[config.mk]
export PLATFORM = sky130hd
export DESIGN_NAME = vga_timing_gen
export DESIGN_NICKNAME = d
export VERILOG_FILES = /design/src/rtl/vga_pkg.sv /design/src/rtl/vga_axis_counter.sv /design/src/rtl/vga_timing_gen.sv
export SDC_FILE = /design/constraint.sdc
export NUM_CORES = 1
export LEC_CHECK = 0
export ABC_AREA = 1
export CELL_PAD_IN_SITES_DETAIL_PLACEMENT = 0
export CELL_PAD_IN_SITES_GLOBAL_PLACEMENT = 1
export CORE_ASPECT_RATIO = 1.25
export CORE_MARGIN = 5
export CORE_UTILIZATION = 36
export CTS_BUF_LIST = sky130_fd_sc_hd__clkbuf_8
export DETAILED_ROUTE_END_ITERATION = 6
export PLACE_DENSITY_LB_ADDON = 0.1
export SYNTH_ARGS = -nofsm -noshare
export SYNTH_HDL_FRONTEND = slang
export SYNTH_SLANG_ARGS = --single-unit
[constraint.sdc]
create_clock -name CLK100MHZ -period 4.1 [get_ports CLK100MHZ]
set_input_delay 1.025 -clock CLK100MHZ [delete_from_list [all_inputs] [get_ports CLK100MHZ]]
set_output_delay 1.025 -clock CLK100MHZ [all_outputs]
set_load 0.005 [all_outputs]
[src/rtl/vga_pkg.sv]
// vga_pkg: shared timing constants for the 800x600@72 Hz VGA raster.
//   - cnt_t        : 11-bit raster counter type (max count 1039)
//   - to_cnt()     : converts an integer timing expression to an 11-bit count
//   - DEF_*        : default 800x600@72 timing values
//   - H_/V_TOTAL, H_/V_SYNC_START/END : derived defaults for the default mode
//   - CANVAS_W/H   : visible canvas bounds, also used by the image logic
//   - RED/GRN/BLU_MSB/LSB : slice positions inside the 12-bit {R,G,B} word
package vga_pkg;

    typedef logic [10:0] cnt_t;

    function automatic cnt_t to_cnt(input int value);
        return cnt_t'(value);
    endfunction

    localparam int DEF_H_VISIBLE = 800;
    localparam int DEF_H_FRONT   = 56;
    localparam int DEF_H_SYNC    = 120;
    localparam int DEF_H_BACK    = 64;
    localparam int DEF_V_VISIBLE = 600;
    localparam int DEF_V_FRONT   = 37;
    localparam int DEF_V_SYNC    = 6;
    localparam int DEF_V_BACK    = 23;

    localparam cnt_t H_TOTAL      = to_cnt(DEF_H_VISIBLE + DEF_H_FRONT + DEF_H_SYNC + DEF_H_BACK);
    localparam cnt_t V_TOTAL      = to_cnt(DEF_V_VISIBLE + DEF_V_FRONT + DEF_V_SYNC + DEF_V_BACK);
    localparam cnt_t H_SYNC_START = to_cnt(DEF_H_VISIBLE + DEF_H_FRONT);
    localparam cnt_t H_SYNC_END   = to_cnt(DEF_H_VISIBLE + DEF_H_FRONT + DEF_H_SYNC - 1);
    localparam cnt_t V_SYNC_START = to_cnt(DEF_V_VISIBLE + DEF_V_FRONT);
    localparam cnt_t V_SYNC_END   = to_cnt(DEF_V_VISIBLE + DEF_V_FRONT + DEF_V_SYNC - 1);

    localparam cnt_t CANVAS_W = to_cnt(DEF_H_VISIBLE);
    localparam cnt_t CANVAS_H = to_cnt(DEF_V_VISIBLE);

    localparam int RED_MSB = 11;
    localparam int RED_LSB = 8;
    localparam int GRN_MSB = 7;
    localparam int GRN_LSB = 4;
    localparam int BLU_MSB = 3;
    localparam int BLU_LSB = 0;

endpackage

[src/rtl/vga_axis_counter.sv]
// vga_axis_counter: one raster axis (horizontal or vertical).
// Counts 0..TOTAL-1 while en is high, wrapping to 0, and decodes the sync window.
// Ports:
//   clk, rst     : clock, synchronous active-high reset
//   en           : advance the count by one
//   cnt          : current position (registered)
//   sync_active  : cnt lies in [SYNC_START, SYNC_END] (active-high, polarity applied by caller)
//   wrap         : en is high while cnt is at its terminal value; the count wraps on this edge
module vga_axis_counter
    import vga_pkg::*;
#(
    parameter cnt_t TOTAL      = H_TOTAL,
    parameter cnt_t SYNC_START = H_SYNC_START,
    parameter cnt_t SYNC_END   = H_SYNC_END
) (
    input  logic clk,
    input  logic rst,
    input  logic en,
    output cnt_t cnt,
    output logic sync_active,
    output logic wrap
);

    localparam cnt_t LAST = TOTAL - cnt_t'(1);

    logic at_last;

    assign at_last     = (cnt == LAST);
    assign wrap        = en && at_last;
    assign sync_active = (cnt >= SYNC_START) && (cnt <= SYNC_END);

    always_ff @(posedge clk) begin
        if (rst) begin
            cnt <= '0;
        end else if (en) begin
            cnt <= at_last ? '0 : cnt + cnt_t'(1);
        end
    end

endmodule

[src/rtl/vga_timing_gen.sv]
// vga_timing_gen: 800x600@72 Hz VGA raster timing from a 100 MHz clock.
// Ports:
//   CLK100MHZ        : system clock (only clock)
//   RST              : synchronous active-high reset
//   Hindex, Vindex   : current raster position, zero-extended to 12 bits
//   canvas_valid     : current position lies inside the visible canvas
//   pixel_data       : {R,G,B} returned by the image logic for Hindex/Vindex
//   vgaRed/Green/Blue: registered colour pins (blank outside the canvas)
//   Hsync, Vsync     : registered sync pins, aligned with the colour pins
//   frame_tick       : one-clock pulse on the last pixel-enable of each frame
// Pixel rate is half the clock: a toggling tick enables every second edge.
// The output stage registers colour and sync from the same counter values, so the
// pins lag Hindex/Vindex by exactly one pixel and stay mutually aligned.
module vga_timing_gen
    import vga_pkg::*;
#(
    parameter int H_VISIBLE = DEF_H_VISIBLE,
    parameter int H_FRONT   = DEF_H_FRONT,
    parameter int H_SYNC    = DEF_H_SYNC,
    parameter int H_BACK    = DEF_H_BACK,
    parameter int V_VISIBLE = DEF_V_VISIBLE,
    parameter int V_FRONT   = DEF_V_FRONT,
    parameter int V_SYNC    = DEF_V_SYNC,
    parameter int V_BACK    = DEF_V_BACK,
    parameter bit SYNC_POL  = 1'b1
) (
    input  logic        CLK100MHZ,
    input  logic        RST,
    output logic [11:0] Hindex,
    output logic [11:0] Vindex,
    output logic        canvas_valid,
    input  logic [11:0] pixel_data,
    output logic [3:0]  vgaRed,
    output logic [3:0]  vgaGreen,
    output logic [3:0]  vgaBlue,
    output logic        Hsync,
    output logic        Vsync,
    output logic        frame_tick
);

    localparam cnt_t H_TOT = to_cnt(H_VISIBLE + H_FRONT + H_SYNC + H_BACK);
    localparam cnt_t H_SS  = to_cnt(H_VISIBLE + H_FRONT);
    localparam cnt_t H_SE  = to_cnt(H_VISIBLE + H_FRONT + H_SYNC - 1);
    localparam cnt_t H_VIS = to_cnt(H_VISIBLE);
    localparam cnt_t V_TOT = to_cnt(V_VISIBLE + V_FRONT + V_SYNC + V_BACK);
    localparam cnt_t V_SS  = to_cnt(V_VISIBLE + V_FRONT);
    localparam cnt_t V_SE  = to_cnt(V_VISIBLE + V_FRONT + V_SYNC - 1);
    localparam cnt_t V_VIS = to_cnt(V_VISIBLE);

    logic tick;
    cnt_t h_cnt;
    cnt_t v_cnt;
    logic h_sync_act;
    logic v_sync_act;
    logic h_wrap;
    logic v_wrap;

    // tick is 0 in the first cycle after reset, so the first count happens on the second edge.
    always_ff @(posedge CLK100MHZ) begin
        if (RST) begin
            tick <= 1'b0;
        end else begin
            tick <= ~tick;
        end
    end

    vga_axis_counter #(
        .TOTAL      (H_TOT),
        .SYNC_START (H_SS),
        .SYNC_END   (H_SE)
    ) u_h_counter (
        .clk         (CLK100MHZ),
        .rst         (RST),
        .en          (tick),
        .cnt         (h_cnt),
        .sync_active (h_sync_act),
        .wrap        (h_wrap)
    );

    vga_axis_counter #(
        .TOTAL      (V_TOT),
        .SYNC_START (V_SS),
        .SYNC_END   (V_SE)
    ) u_v_counter (
        .clk         (CLK100MHZ),
        .rst         (RST),
        .en          (h_wrap),
        .cnt         (v_cnt),
        .sync_active (v_sync_act),
        .wrap        (v_wrap)
    );

    assign Hindex       = {1'b0, h_cnt};
    assign Vindex       = {1'b0, v_cnt};
    assign canvas_valid = (h_cnt < H_VIS) && (v_cnt < V_VIS);

    // v_wrap = tick && last column && last line: the edge just before (0,0).
    assign frame_tick = v_wrap;

    always_ff @(posedge CLK100MHZ) begin
        if (RST) begin
            vgaRed   <= '0;
            vgaGreen <= '0;
            vgaBlue  <= '0;
            Hsync    <= ~SYNC_POL;
            Vsync    <= ~SYNC_POL;
        end else if (tick) begin
            if (canvas_valid) begin
                vgaRed   <= pixel_data[RED_MSB:RED_LSB];
                vgaGreen <= pixel_data[GRN_MSB:GRN_LSB];
                vgaBlue  <= pixel_data[BLU_MSB:BLU_LSB];
            end else begin
                vgaRed   <= '0;
                vgaGreen <= '0;
                vgaBlue  <= '0;
            end
            // Active level equals SYNC_POL; idle level is its complement.
            Hsync <= ~(h_sync_act ^ SYNC_POL);
            Vsync <= ~(v_sync_act ^ SYNC_POL);
        end
    end

endmodule

==> run metrics <==
power per cell area 280 mW/mm^2; family with the most delay on the worst path simple AND/OR/NAND/NOR gates; DP Wirelength 3790 um; Fillers 543; initial core utilization 0.370; clock power share 0.398; max incr delay on CP 0.52 ns; Seq/Total Area, Yosys 0.394; path type of the worst setup path register to output pin; Via density 4.75; Wirelength per Cell 12.8 um; largest net degree at the start of global routing 16; Initial DRC Count 82; most frequent cells in the layout 86 x nand2_1, 51 x clkdlybuf4s50_1, 37 x dfxtp_1; CTS resizes 0; routed wire length 5070 um; placer congestion estimate 0.774; Pre-antenna DRT Iters 4; Lkg Pwr 1.07 nW; dpl cells 389; mux cell area share after synthesis 0; Layout area overhead 36.4%; Critical R2R Launch u_h_counter.cnt[1]; Max-Cap Viols 0; Tcrit/Tclk final 0.760; CP startpoint u_h_counter.cnt[1]; Die Ht 90.8 um; Worst-Skew Late Latency 0.29 ns; Post-Synthesis Cells 278; final hold vios 0; Yosys top cell by area dfxtp_1; Setup crit start kind register; hold_ws 0.452 ns; Synth warnings 0; clock skew 0.00434 ns; CTS tree yes; status finished clean; synth top area cells dfxtp_1 39%, nand2_1 17%, nor2_1 6.4%; Cell Rows 29; hold buffer count at cts 0; Worst setup EP type output pin; final setup violating endpoints 0; CTS Buf Count 5; Crit path buffers/inverters 1; Flop pwr share 0.522; Avg Inst Size Synth 6.76 um^2; CP required 3.07 ns; nets@finish 352; CTS clock-pin slew for the worst setup and hold paths 0.07 ns; largest family of logic cells by synthesized area simple AND/OR/NAND/NOR gates; first-pass GRT wire length 8470 um; layout cell share with drive strength beyond 1 0.0836; post-synthesis xor/xnor area fraction 0.0186; clock sink count 37; CP arrival 2.09 ns; synthesis-stage register bit count 37; worst-path cell chain ha_1 -> nand3_1 -> nor2_2 -> nand3_4 -> nor2_2 -> clkdlybuf4s50_1; worst reg2reg path depth 8; r2r setup slk 2.43 ns; setup bufs post-CTS 0; vias in the first global route 1792; post-synthesis compound-gate area fraction 0.0659; total inserted antenna cells 0; Setup TNS 0 ns; crit path max-delay cell type clkdlybuf4s50_1; cell-internal power 0.000554 W; via count 1885; Synth Area in Simple Gates 0.404; sink of the worst hold path vgaGreen[2]; switch share 0.229; Max clock buf depth 2; post-synth top area share 0.394; I/O pin count 54; Slew Viols, Final 0; Worst Hold Class register to register; P_sw 0.000164 W; DRC 0; Worst Hold Depth 2; Max-slew headroom 0.616; Overflow after GRT 0; Gate power share 0.080; H-tree levels 2; Synth Area in Adders 0.0266; Core Area 0.00508 mm^2; Die W 74.6 um; most common cell after layout, fill and taps aside nand2_1; Post-DP Area 0.00246 mm^2; Mapped Area 0.00188 mm^2; synth unique cells 26; port buffer count 51; CTS root buf clkbuf_8; worst vdd ir 144 uV; initial antenna violation count 0; CP dominant cell by count nor2_2; Worst Hold Launch vgaGreen[2]; number of routed nets with antenna violations 0; Final min period 3.11 ns; RSZ-0062 raised after global routing false; Cell Count, Final, Fillers Out 397; gr usage total 0.160; worst slew pin tran 0.574 ns; Fmax 321 MHz; design area 0.00256 mm^2; Total Die Area 0.00677 mm^2; R2R Path End u_h_counter.cnt[9]; CP max FO 10
==> per-stage QoR <==
stage	total power [W]	worst slack, ns	util
global route	0.000750	0.859	0.505
detailed placement	0.000442	1.32	0.485
floorplan	0.000405	1.93	-
global placement	0.000442	1.35	0.485
finish	0.000718	0.986	0.505
CTS	0.000727	0.983	0.505
==> sequential cells by signal (all words and copies together), names as in the netlist <==
name,count
u_h_counter.cnt,11
vgaBlue,4
Hsync,1
vgaGreen,4
u_v_counter.cnt,11
vgaRed,4
tick,1
Vsync,1
==> synthesized netlist by cell type <==
cell and instances:
nand2_1 86, dfxtp_1 37, nor2_1 32, inv_1 27
nand3_1 16, nand4_1 14, a21oi_1 11, nor3_1 7
nor2_2 6, inv_2 5, o21ai_0 5, buf_2 4
ha_1 4, xor2_1 4, a31oi_1 3, buf_4 3
nand3b_1 2, nor3_2 2, o211ai_1 2, o21ai_1 2
and2_1 1, clkbuf_1 1, conb_1 1, nand3_4 1
nor2_4 1, nor4_1 1
==> routing by layer <==
layer,share of wire,global-route usage,vias to the layer above
li1,-,-,1001
met1,0.44,0.194,841
met2,0.50,0.273,37
met3,0.048,0.0356,6
met4,0.015,0.0534,0
met5,0,0,-
==> power groups by stage <==
stage	Combinational, W	Clock, W	Sequential, W
2_1_floorplan	0.0000217	0	0.000384
3_3_place_gp	0.0000585	0	0.000383
3_5_place_dp	0.0000586	0	0.000383
4_1_cts	0.0000589	0.000294	0.000375
5_1_grt	0.0000641	0.000310	0.000376
6_report	0.0000578	0.000286	0.000375
==> worst reg2reg max path, cell delays in order, from the launching register on <==
cell	delay (ns)
dfxtp_1	0.39
ha_1	0.24
nand3_1	0.11
nor2_2	0.18
nand3_4	0.18
nand2_1	0.22
inv_1	0.11
o21ai_0	0.08
nor2_1	0.05
==> how the worst max path moves through the flow <==
stage          slack (ns)  cells after the start          to
2_1_floorplan        1.93                      5  frame_tick
3_3_place_gp         1.35                      6  frame_tick
3_5_place_dp         1.32                      6  frame_tick
4_1_cts              0.98                      6  frame_tick
5_1_grt              0.86                      6  frame_tick
6_report             0.99                      6  frame_tick
==> cells by family after synthesis <==
family	count (synthesis)
compound gates	23
xor+xnor	4
fa+ha+maj	4
buf+inv	40
flops	37
other cells	1
simple gates	169
==> layout make-up <==
type	count	area, um^2	share of cell area
Clock buffer	7	96.3	0.0376
Clock inverter	1	5.00	0.00195
Inverter	32	120	0.0469
Multi-Input combinational cell	202	976	0.381
Sequential cell	37	741	0.289
Tap cell	62	77.6	0.0303
Timing Repair Buffer	56	548	0.214
Note: power is estimated with default switching activity, not from simulation.
==> RTL edit (same flow settings) <==
Change the parameter `SYNC_POL` from 1'b1 to 1'b0.
--- a/src/rtl/vga_timing_gen.sv
+++ b/src/rtl/vga_timing_gen.sv
@@ -23,5 +23,5 @@
     parameter int V_SYNC    = DEF_V_SYNC,
     parameter int V_BACK    = DEF_V_BACK,
-    parameter bit SYNC_POL  = 1'b1
+    parameter bit SYNC_POL  = 1'b0
 ) (
     input  logic        CLK100MHZ,
Function: changed (a bounded check fails within 4 cycles, from zero or initial values and one cycle with RST high).
==> RTL edit against the unedited design <==
- setup slack got worse by 270 ps
- via count increased by 11%
- synthesized cell count increased by 18%
- worst hold slack improved by 3.0 ps
- area after synthesis increased by 15%
- sequential cell count unchanged
- design area increased by 8.8%
- total power decreased by 5.2%
- critical path depth decreased by 1
- wire length increased by 12%
- global-route usage decreased by 0.73 points
==> RTL edit: results (changes against the unedited design) <==
Broken down by cell family, the worst path's largest delay share belongs to compound AO/OA/AOI/OAI gates. The clock skew after layout is 2.66 ps (-1.68 ps). The worst-case register-to-register setup slack is 2450 ps (+20 ps). The estimated wirelength of the detail-placed design came out at 4310 microns (+14%). The final estimated routing congestion in global placement is 0.781 (+0.81%). The number of global-route vias before repair is 2043 (+14%). The static power due to leakage is 1.13 nW (+6.4%). The post-layout net count came to 399 (+13%). The share of layout cells above drive strength 1 came to 10.5% (+2.1 points). The synthesized instance count came to 329 (+18%). The number of search-and-repair iterations in the first detailed-routing pass came out at 5 (+1). Ranked by total cell area, the synthesized netlist is headed by sky130_fd_sc_hd__dfxtp_1 (34%), sky130_fd_sc_hd__nand2_1 (18%), sky130_fd_sc_hd__nor2_1 (7.6%). The maximum net fanout on the critical path is 13 (+3).

The part of the Yosys area used for sequential elements is 34.2% (-5.2 points). The stage delay of the slowest cell on the critical path came out at 790 ps (+270 ps). The all-layer global routing usage is 15.3% (-0.73 points). The run finished with clean final reports. On the critical path, the stage with the largest delay is an instance of sky130_fd_sc_hd__o211ai_1. The wire length of the first global-routing pass came out at 9560 microns (+13%).

The non-filler instance count after layout came out at 448 (+13%). The number of vias per cell came out at 4.67 (-1.6%). The count of unique library cells instantiated by Yosys came out at 35 (+35%). Sorting the synthesized cells by how often they occur yields sky130_fd_sc_hd__nand2_1 (101), sky130_fd_sc_hd__nor2_1 (44), sky130_fd_sc_hd__dfxtp_1 (37). The actual slew at the worst max-slew pin came out at 1010 ps (+438 ps). The largest net degree at the start of global routing is 18 (+2). The number of placed cells counting well taps is 440 (+13%).
## RTL edit: cell count changes after synthesis, moves of 5 or more
cell,unedited run,this run
sky130_fd_sc_hd__nand2_1,86,101
sky130_fd_sc_hd__nor2_1,32,44
sky130_fd_sc_hd__nand3b_1,2,12
sky130_fd_sc_hd__nand4_1,14,7
sky130_fd_sc_hd__nand2_2,0,5
## RTL edit: metrics by stage
step | instance area [sq um] | setup slack (ps) | hold WS (ps) | power, mW
2_1_floorplan | 2170 | 1900 | 446 | 0.411
3_3_place_gp | 2710 | 997 | 437 | 0.445
3_5_place_dp | 2710 | 988 | 440 | 0.445
4_1_cts | 2790 | 665 | 460 | 0.695
5_1_grt | 2790 | 578 | 477 | 0.717
6_report | 2790 | 715 | 455 | 0.681
## RTL edit: logic make-up after synthesis
group / after synthesis / share of synthesized area (%)
flip-flops: 37 / 34.2
adder cells (fa/ha/maj): 4 / 2.31
AND/OR/NAND/NOR: 210 / 44.6
other: 1 / 0.173
buffers and inverters: 50 / 10.5
AO/OA/AOI/OAI: 23 / 6.54
XOR/XNOR: 4 / 1.62
## RTL edit: final cells by class
cell class                 count  area [sq um]
fill                         626          3030
multi-input combinational    243          1200
sequential                    37           741
timing repair buffer          54           533
inverter                      40           151
tap                           66          82.6
clock buffer                   5          68.8
clock inverter                 3          13.8
## RTL edit: final timing paths
| path | start | end | cells past startpoint |
|---|---|---|---|
| worst max-delay path | u_v_counter.cnt[3] | canvas_valid | 5 |
| worst min-delay path | vgaBlue[2] | vgaBlue[2] | 2 |
| worst max register to register | u_v_counter.cnt[3] | vgaRed[1] | 5 |
| worst min register to register | vgaBlue[2] | vgaBlue[2] | 2 |
## RTL edit: worst register-to-register path, delay by kind of cell (launching register included)
kind / cells / cell delay, ps
AO/OA/AOI/OAI: 1 / 790
buffers and inverters: 1 / 50
flip-flops: 1 / 390
AND/OR/NAND/NOR: 3 / 370
## RTL edit: power by group
part / switching [mW] / total [mW] / internal, mW
sequential: 0.00560 / 0.374 / 0.368
clock: 0.130 / 0.246 / 0.115
combinational: 0.0276 / 0.0615 / 0.0339
total: 0.164 / 0.681 / 0.518
## RTL edit: metal layers
layer | global-route usage [%] | up-vias | wire, microns
met1 | 18.5 | 921 | 2580
met5 | 0 | - | 0
met2 | 27.4 | 35 | 2870
met3 | 2.42 | 6 | 153
li1 | - | 1132 | -
met4 | 4.37 | 0 | 76
